$ cat src/rtl/pipe_ctrl_if.sv
// Handshake bundle between the pipeline datapath and the hazard/stall controller pipe_ctrl.
// The master side drives stage register fields; the slave (controller) returns enables, flushes and forwarding selects.
interface pipe_ctrl_if;
    logic [4:0]  id_rs;
    logic [4:0]  id_rt;
    logic        id_uses_rs;
    logic        id_uses_rt;
    logic [4:0]  ex_rs;
    logic [4:0]  ex_rt;
    logic [4:0]  ex_rd;
    logic        ex_regwrite;
    logic        ex_memread;
    logic        ex_branch_taken;
    logic [4:0]  mem_rd;
    logic        mem_regwrite;
    logic        mem_req;
    logic        mem_ready;
    logic [4:0]  wb_rd;
    logic        wb_regwrite;
    logic        pc_en;
    logic        ifid_en;
    logic        idex_en;
    logic        exmem_en;
    logic        ifid_flush;
    logic        idex_flush;
    logic        memwb_flush;
    logic [1:0]  fwd_a;
    logic [1:0]  fwd_b;
    logic [15:0] stall_cycles;
    logic        mem_timeout;

    modport master (
        output id_rs, id_rt, id_uses_rs, id_uses_rt, ex_rs, ex_rt, ex_rd,
               ex_regwrite, ex_memread, ex_branch_taken, mem_rd, mem_regwrite,
               mem_req, mem_ready, wb_rd, wb_regwrite,
        input  pc_en, ifid_en, idex_en, exmem_en, ifid_flush, idex_flush,
               memwb_flush, fwd_a, fwd_b, stall_cycles, mem_timeout
    );

    modport slave (
        input  id_rs, id_rt, id_uses_rs, id_uses_rt, ex_rs, ex_rt, ex_rd,
               ex_regwrite, ex_memread, ex_branch_taken, mem_rd, mem_regwrite,
               mem_req, mem_ready, wb_rd, wb_regwrite,
        output pc_en, ifid_en, idex_en, exmem_en, ifid_flush, idex_flush,
               memwb_flush, fwd_a, fwd_b, stall_cycles, mem_timeout
    );
endinterface

$ cat src/rtl/pipe_ctrl.sv
// Five-stage pipeline hazard controller: memory-wait freeze, branch flush, load-use stall, operand forwarding.
// Define PIPE_CTRL_FWD_EN to enable forwarding; without it, any in-flight writer of a used ID source stalls.
module pipe_ctrl (
    input logic        clk,
    input logic        rst,
    pipe_ctrl_if.slave bus
);
    typedef enum logic {RUN, MEM_WAIT} state_t;

    state_t      state_q, state_d;
    logic [7:0]  wait_cnt_q, wait_cnt_d;
    logic [15:0] stall_q, stall_d;
    logic        timeout_q, timeout_d;
    logic        mem_wait, branch, load_use;

    function automatic logic id_hit(input logic [4:0] rd, input logic rw,
                                    input logic [4:0] rs, input logic use_rs,
                                    input logic [4:0] rt, input logic use_rt);
        return rw && (rd != 5'd0) && ((use_rs && rs == rd) || (use_rt && rt == rd));
    endfunction

    function automatic logic [1:0] fwd_sel(input logic [4:0] src,
                                           input logic [4:0] m_rd, input logic m_rw,
                                           input logic [4:0] w_rd, input logic w_rw);
        if (src == 5'd0)
            return 2'b00;
        else if (m_rw && m_rd == src)
            return 2'b10;
        else if (w_rw && w_rd == src)
            return 2'b01;
        else
            return 2'b00;
    endfunction

    assign mem_wait = bus.mem_req && !bus.mem_ready;
    assign branch   = bus.ex_branch_taken;

`ifdef PIPE_CTRL_FWD_EN
    assign load_use = bus.ex_memread &&
                      id_hit(bus.ex_rd, bus.ex_regwrite, bus.id_rs, bus.id_uses_rs,
                             bus.id_rt, bus.id_uses_rt);
    assign bus.fwd_a = fwd_sel(bus.ex_rs, bus.mem_rd, bus.mem_regwrite, bus.wb_rd, bus.wb_regwrite);
    assign bus.fwd_b = fwd_sel(bus.ex_rt, bus.mem_rd, bus.mem_regwrite, bus.wb_rd, bus.wb_regwrite);
`else
    // Nothing is bypassed, so an ALU result still in EX or MEM must also hold the consumer in ID.
    assign load_use = id_hit(bus.ex_rd, bus.ex_regwrite, bus.id_rs, bus.id_uses_rs,
                             bus.id_rt, bus.id_uses_rt) ||
                      id_hit(bus.mem_rd, bus.mem_regwrite, bus.id_rs, bus.id_uses_rs,
                             bus.id_rt, bus.id_uses_rt);
    assign bus.fwd_a = 2'b00;
    assign bus.fwd_b = 2'b00;
`endif

    always_comb begin
        state_d         = state_q;
        wait_cnt_d      = wait_cnt_q;
        timeout_d       = timeout_q;
        bus.pc_en       = 1'b1;
        bus.ifid_en     = 1'b1;
        bus.idex_en     = 1'b1;
        bus.exmem_en    = 1'b1;
        bus.ifid_flush  = 1'b0;
        bus.idex_flush  = 1'b0;
        bus.memwb_flush = 1'b0;

        case (state_q)
            RUN: begin
                if (mem_wait) begin
                    state_d    = MEM_WAIT;
                    wait_cnt_d = 8'd0;
                end
            end
            MEM_WAIT: begin
                if (bus.mem_ready) begin
                    state_d = RUN;
                end else begin
                    if (wait_cnt_q != 8'hFF)
                        wait_cnt_d = wait_cnt_q + 8'd1;
                    if (wait_cnt_d == 8'hFF)
                        timeout_d = 1'b1;
                end
            end
            default: state_d = RUN;
        endcase

        if (mem_wait) begin
            bus.pc_en       = 1'b0;
            bus.ifid_en     = 1'b0;
            bus.idex_en     = 1'b0;
            bus.exmem_en    = 1'b0;
            bus.memwb_flush = 1'b1;
        end else if (branch) begin
            bus.ifid_flush = 1'b1;
            bus.idex_flush = 1'b1;
        end else if (load_use) begin
            bus.pc_en      = 1'b0;
            bus.ifid_en    = 1'b0;
            bus.idex_flush = 1'b1;
        end

        stall_d = stall_q;
        if (!bus.pc_en && stall_q != 16'hFFFF)
            stall_d = stall_q + 16'd1;
    end

    always_ff @(posedge clk) begin
        if (rst) begin
            state_q    <= RUN;
            wait_cnt_q <= 8'd0;
            stall_q    <= 16'd0;
            timeout_q  <= 1'b0;
        end else begin
            state_q    <= state_d;
            wait_cnt_q <= wait_cnt_d;
            stall_q    <= stall_d;
            timeout_q  <= timeout_d;
        end
    end

    assign bus.stall_cycles = stall_q;
    assign bus.mem_timeout  = timeout_q;
endmodule

$ cat src/flat_wrapper.sv
// flat-port wrapper written by rule: the top's interface ports become plain ports
module pipe_ctrl_flat 
  (clk, rst, bus_id_rs, bus_id_rt, bus_id_uses_rs, bus_id_uses_rt, bus_ex_rs, bus_ex_rt, bus_ex_rd, bus_ex_regwrite, bus_ex_memread, bus_ex_branch_taken, bus_mem_rd, bus_mem_regwrite, bus_mem_req, bus_mem_ready, bus_wb_rd, bus_wb_regwrite, bus_pc_en, bus_ifid_en, bus_idex_en, bus_exmem_en, bus_ifid_flush, bus_idex_flush, bus_memwb_flush, bus_fwd_a, bus_fwd_b, bus_stall_cycles, bus_mem_timeout);
  pipe_ctrl_if bus_i ();
  input logic clk;
  input logic rst;
  input wire logic [$bits(bus_i.id_rs)-1:0] bus_id_rs;
  input wire logic [$bits(bus_i.id_rt)-1:0] bus_id_rt;
  input wire logic [$bits(bus_i.id_uses_rs)-1:0] bus_id_uses_rs;
  input wire logic [$bits(bus_i.id_uses_rt)-1:0] bus_id_uses_rt;
  input wire logic [$bits(bus_i.ex_rs)-1:0] bus_ex_rs;
  input wire logic [$bits(bus_i.ex_rt)-1:0] bus_ex_rt;
  input wire logic [$bits(bus_i.ex_rd)-1:0] bus_ex_rd;
  input wire logic [$bits(bus_i.ex_regwrite)-1:0] bus_ex_regwrite;
  input wire logic [$bits(bus_i.ex_memread)-1:0] bus_ex_memread;
  input wire logic [$bits(bus_i.ex_branch_taken)-1:0] bus_ex_branch_taken;
  input wire logic [$bits(bus_i.mem_rd)-1:0] bus_mem_rd;
  input wire logic [$bits(bus_i.mem_regwrite)-1:0] bus_mem_regwrite;
  input wire logic [$bits(bus_i.mem_req)-1:0] bus_mem_req;
  input wire logic [$bits(bus_i.mem_ready)-1:0] bus_mem_ready;
  input wire logic [$bits(bus_i.wb_rd)-1:0] bus_wb_rd;
  input wire logic [$bits(bus_i.wb_regwrite)-1:0] bus_wb_regwrite;
  output wire logic [$bits(bus_i.pc_en)-1:0] bus_pc_en;
  output wire logic [$bits(bus_i.ifid_en)-1:0] bus_ifid_en;
  output wire logic [$bits(bus_i.idex_en)-1:0] bus_idex_en;
  output wire logic [$bits(bus_i.exmem_en)-1:0] bus_exmem_en;
  output wire logic [$bits(bus_i.ifid_flush)-1:0] bus_ifid_flush;
  output wire logic [$bits(bus_i.idex_flush)-1:0] bus_idex_flush;
  output wire logic [$bits(bus_i.memwb_flush)-1:0] bus_memwb_flush;
  output wire logic [$bits(bus_i.fwd_a)-1:0] bus_fwd_a;
  output wire logic [$bits(bus_i.fwd_b)-1:0] bus_fwd_b;
  output wire logic [$bits(bus_i.stall_cycles)-1:0] bus_stall_cycles;
  output wire logic [$bits(bus_i.mem_timeout)-1:0] bus_mem_timeout;
  assign bus_i.id_rs = bus_id_rs;
  assign bus_i.id_rt = bus_id_rt;
  assign bus_i.id_uses_rs = bus_id_uses_rs;
  assign bus_i.id_uses_rt = bus_id_uses_rt;
  assign bus_i.ex_rs = bus_ex_rs;
  assign bus_i.ex_rt = bus_ex_rt;
  assign bus_i.ex_rd = bus_ex_rd;
  assign bus_i.ex_regwrite = bus_ex_regwrite;
  assign bus_i.ex_memread = bus_ex_memread;
  assign bus_i.ex_branch_taken = bus_ex_branch_taken;
  assign bus_i.mem_rd = bus_mem_rd;
  assign bus_i.mem_regwrite = bus_mem_regwrite;
  assign bus_i.mem_req = bus_mem_req;
  assign bus_i.mem_ready = bus_mem_ready;
  assign bus_i.wb_rd = bus_wb_rd;
  assign bus_i.wb_regwrite = bus_wb_regwrite;
  assign bus_pc_en = bus_i.pc_en;
  assign bus_ifid_en = bus_i.ifid_en;
  assign bus_idex_en = bus_i.idex_en;
  assign bus_exmem_en = bus_i.exmem_en;
  assign bus_ifid_flush = bus_i.ifid_flush;
  assign bus_idex_flush = bus_i.idex_flush;
  assign bus_memwb_flush = bus_i.memwb_flush;
  assign bus_fwd_a = bus_i.fwd_a;
  assign bus_fwd_b = bus_i.fwd_b;
  assign bus_stall_cycles = bus_i.stall_cycles;
  assign bus_mem_timeout = bus_i.mem_timeout;
  pipe_ctrl u_core (.clk(clk), .rst(rst), .bus(bus_i));
endmodule
$ cat config.mk
export PLATFORM = sky130hd
export DESIGN_NAME = pipe_ctrl_flat
export DESIGN_NICKNAME = d
export VERILOG_FILES = /design/src/rtl/pipe_ctrl_if.sv /design/src/rtl/pipe_ctrl.sv /design/src/flat_wrapper.sv
export SDC_FILE = /design/constraint.sdc
export NUM_CORES = 1
export LEC_CHECK = 0
export ABC_AREA = 0
export BUFFER_PORTS_ARGS = -buffer_cell sky130_fd_sc_hd__buf_2
export CORE_UTILIZATION = 30
export CTS_BUF_LIST = sky130_fd_sc_hd__clkbuf_4
export DETAILED_ROUTE_END_ITERATION = 16
export PLACE_DENSITY = 0.65
export SLEW_MARGIN = 20
export SYNTH_ARGS = -nofsm -noshare
export SYNTH_HDL_FRONTEND = slang
export SYNTH_SLANG_ARGS = --single-unit
$ cat constraint.sdc
create_clock -name clk -period 2.11 [get_ports clk]
set_input_delay 0.422 -clock clk [delete_from_list [all_inputs] [get_ports clk]]
set_output_delay 0.422 -clock clk [all_outputs]
set_load 0.01 [all_outputs]
==> impl_metrics.prom <==
# TYPE chip_impl_metric gauge
chip_impl_metric{name="antenna_found_initial",unit=""} 0
chip_impl_metric{name="ys_types",unit=""} 46
chip_impl_metric{name="clock.fmax",unit="GHz"} 0.466
chip_impl_metric{name="cts.htree.levels",unit=""} 1
chip_impl_metric{name="slew_limit_headroom",unit="%"} 66.2
chip_impl_metric{name="totalWireLength",unit="mm"} 4.80
chip_impl_metric{name="post_synth_edffs",unit=""} 0
chip_impl_metric{name="via_count",unit=""} 1825
chip_impl_metric{name="timing.critical_path.fanout_max",unit=""} 3
chip_impl_metric{name="routed_via_density",unit=""} 5.18
chip_impl_metric{name="ys_seq_area_share",unit="%"} 31.0
chip_impl_metric{name="post-route-period-util",unit="%"} 102
chip_impl_metric{name="drt_drc_violations_left",unit=""} 0
chip_impl_metric{name="cap_violations",unit=""} 0
chip_impl_metric{name="antenna_cells",unit=""} 0
chip_impl_metric{name="yosysWarnings",unit=""} 0
chip_impl_metric{name="drive_gt1_share",unit="%"} 37.6
chip_impl_metric{name="cp_data_required_time",unit="ns"} 1.69
chip_impl_metric{name="final.setup_skew",unit="ns"} 0.0138
chip_impl_metric{name="fp-row-count",unit=""} 26
chip_impl_metric{name="placement.cell_area",unit="mm²"} 0.00209
chip_impl_metric{name="leakagePower",unit="nW"} 1.00
chip_impl_metric{name="area_delta_synth_final",unit="%"} 43.9
chip_impl_metric{name="post_synthesis_instance_total",unit=""} 215
chip_impl_metric{name="slew_worst_pin",unit="ns"} 0.507
chip_impl_metric{name="finish.cell_count_without_fillers",unit=""} 352
chip_impl_metric{name="syn_avg_cell_area",unit="µm²"} 7.80
chip_impl_info{name="setup.worst_path.start",value="bus_ex_rd[3]"} 1
chip_impl_metric{name="insertion_delay",unit="ns"} 0.34
chip_impl_info{name="r2r_start",value="u_core.bus.stall_cycles[8]"} 1
chip_impl_info{name="critPathCapture",value="bus_pc_en"} 1
chip_impl_metric{name="placed_cells_incl_taps",unit=""} 345
chip_impl_metric{name="finalInstanceArea",unit="mm²"} 0.00241
chip_impl_metric{name="number_of_max_slew_violations_in_the_final_report",unit=""} 0
chip_impl_metric{name="cts.sink_count",unit=""} 26
chip_impl_metric{name="period_needed",unit="ns"} 2.14
chip_impl_metric{name="crit_arrival",unit="ns"} 1.72
chip_impl_metric{name="place.port_buffers",unit=""} 52
chip_impl_metric{name="vias_in_the_first_global_route",unit=""} 1687
chip_impl_metric{name="design_power_total",unit="W"} 0.00109
chip_impl_metric{name="start_util",unit="%"} 32.0
chip_impl_metric{name="chipHeight",unit="µm"} 76.8
chip_impl_metric{name="route.detailed.wl_per_inst",unit="µm"} 13.6
chip_impl_metric{name="final-hold-violation-count",unit=""} 0
chip_impl_metric{name="drt.antenna.violating_nets",unit=""} 0
chip_impl_info{name="synthFlopType",value="sky130_fd_sc_hd__dfxtp_1"} 1
chip_impl_metric{name="clk_pin_slew",unit="ns"} 0.14
chip_impl_info{name="failed_checks",value="setup timing"} 1
chip_impl_metric{name="globalplace.congestion",unit=""} 0.883
chip_impl_info{name="setup.worst_path.end_class",value="output pin"} 1
chip_impl_metric{name="globalRouteTotalUtil",unit="%"} 15.3
chip_impl_metric{name="hpwl",unit="mm"} 3.27
chip_impl_metric{name="vdd_ir_drop_max",unit="mV"} 0.208
chip_impl_info{name="mostFrequentLayoutCells",value="sky130_fd_sc_hd__buf_2 (41), sky130_fd_sc_hd__dfxtp_1 (26), sky130_fd_sc_hd__nor2_1 (23), sky130_fd_sc_hd__buf_4 (20), sky130_fd_sc_hd__nand2_1 (15)"} 1
chip_impl_info{name="rr_endpoint",value="u_core.bus.stall_cycles[1]"} 1
chip_impl_info{name="grt_setup_unrepaired",value="yes"} 1
chip_impl_info{name="outcome",value="finished with violations"} 1
chip_impl_info{name="clock-root-buffer",value="sky130_fd_sc_hd__clkbuf_4"} 1
chip_impl_metric{name="top_level_ports",unit=""} 74
chip_impl_info{name="tritoncts",value="yes"} 1
chip_impl_metric{name="dr.pass1.iters",unit=""} 4
chip_impl_info{name="critical_path.startpoint_type",value="primary input"} 1
chip_impl_metric{name="globalRouteOverflowTotal",unit=""} 0
chip_impl_metric{name="worst-r2r-setup-slack",unit="ns"} 0.16
chip_impl_metric{name="synth-async-reset-ratio",unit="%"} 0
chip_impl_metric{name="synth.cell_area",unit="mm²"} 0.00168
chip_impl_metric{name="setup-violations-final",unit=""} 3
chip_impl_metric{name="clock_path_buffers",unit=""} 2
chip_impl_metric{name="ys_seq_elements",unit=""} 26
chip_impl_metric{name="power_density",unit="mW/mm²"} 451
chip_impl_metric{name="detail_route.iter0.violations",unit=""} 91
chip_impl_info{name="worst_hold_path_type",value="reg -> reg"} 1
chip_impl_metric{name="dieArea",unit="mm²"} 0.00589
chip_impl_metric{name="die_w",unit="µm"} 76.8
chip_impl_metric{name="number_of_cells_on_the_worst_reg_to_reg_path",unit=""} 8
chip_impl_metric{name="post_cts_hold_buffer_count",unit=""} 0
chip_impl_metric{name="setup_slack_of_the_critical_path_after_layout",unit="ns"} -0.0349
chip_impl_metric{name="grt_first_pass_wirelength",unit="mm"} 7.54
chip_impl_metric{name="fin_nets",unit=""} 331
chip_impl_info{name="mostFrequentLayoutCell",value="sky130_fd_sc_hd__buf_2"} 1
chip_impl_metric{name="grt_start_max_net_pins",unit=""} 26
chip_impl_metric{name="core",unit="mm²"} 0.00524
chip_impl_info{name="worst-setup-path-type",value="in -> out"} 1
chip_impl_metric{name="cts-buffers-inserted",unit=""} 3
where the power goes:
part / switching, W / total, W / internal, W
sequential: 0.00000259 / 0.000499 / 0.000496
clock: 0.000161 / 0.000353 / 0.000192
combinational: 0.000114 / 0.000236 / 0.000123
repair_timing:
item | CTS | global route
pin swaps | 5 | 17
endpoints found under the setup margin | 3 | 16
gates cloned | 0 | 1
gates resized for setup | 6 | 48
buffers inserted | 2 | 0
cells by family after synthesis:
family,count (synthesis),synth area share [%]
DFF,26,31.0
other,1,0.224
and+or+nand+nor,91,28.1
xor gates and xnor gates,21,11.0
AOI/OAI and AO/OA,51,19.9
buffers and inverters,21,6.94
muxes,2,1.27
adders and majority gates,2,1.49
through the flow:
stage / util, % / setup TNS, ns / hold slack [ns] / setup WS (ns)
2_1_floorplan: - / 0 / 0.471 / 0.0107
3_3_place_gp: 39.9 / -2.35 / 0.458 / -0.263
3_5_place_dp: 39.9 / -2.68 / 0.458 / -0.268
4_1_cts: 41.7 / -0.214 / 0.493 / -0.0873
5_1_grt: 46.1 / -0.311 / 0.538 / -0.0879
6_report: 46.1 / -0.0721 / 0.482 / -0.0349
synth_stat cells (all sizes together) (3+ instances only):
master | number | area share [%]
xnor2 | 20 | 10
nand4 | 12 | 4.5
dfxtp | 26 | 31
o31ai | 3 | 1.3
nor3 | 4 | 1.2
nand2 | 15 | 3.4
nor2b | 3 | 1.1
o21ai | 15 | 4.5
or4 | 4 | 1.8
buf | 9 | 4.3
clkbuf | 6 | 1.3
nor2 | 23 | 5.1
nand3 | 9 | 2.7
a32oi | 3 | 2.0
a21oi | 16 | 4.8
or3 | 10 | 3.7
inv | 6 | 1.3
sequential cells by signal (all words and copies together), names as in the netlist:
signal,flops
u_core.state_q,1
u_core.bus.mem_timeout,1
u_core.bus.stall_cycles,16
u_core.wait_cnt_q,8
per-layer routing:
metal	GRT usage (%)	share of wire, %
met5	0	0
met4	6.35	1.2
met3	1.90	4.5
met2	24.0	47
met1	20.9	47
worst max-delay path, stage by stage:
cell	delay, ns
sky130_fd_sc_hd__buf_8	0.10
sky130_fd_sc_hd__or4_4	0.51
sky130_fd_sc_hd__o21a_1	0.19
sky130_fd_sc_hd__a32oi_2	0.21
sky130_fd_sc_hd__o21ai_2	0.08
sky130_fd_sc_hd__inv_1	0.07
sky130_fd_sc_hd__buf_2	0.12
worst min path at each step:
stage / start / endpoint / cells past startpoint
after global routing: u_core.bus.mem_timeout / u_core.bus.mem_timeout / 2
after floorplan: u_core.wait_cnt_q[1] / u_core.wait_cnt_q[1] / 2
after global placement: u_core.bus.mem_timeout / u_core.bus.mem_timeout / 2
after detailed placement: u_core.bus.mem_timeout / u_core.bus.mem_timeout / 2
final: u_core.bus.mem_timeout / u_core.bus.mem_timeout / 2
after CTS: u_core.bus.mem_timeout / u_core.bus.mem_timeout / 2
area by class of cell:
| type | instances | area (µm²) |
|---|---|---|
| fill | 534 | 2830 |
| timing repair buffer | 74 | 514 |
| inverter | 6 | 22.5 |
| sequential | 26 | 520 |
| clock inverter | 1 | 30.0 |
| multi-input combinational | 172 | 1210 |
| tap | 70 | 87.6 |
| clock buffer | 3 | 22.5 |
No activity file was read; power rests on OpenSTA's default activity.
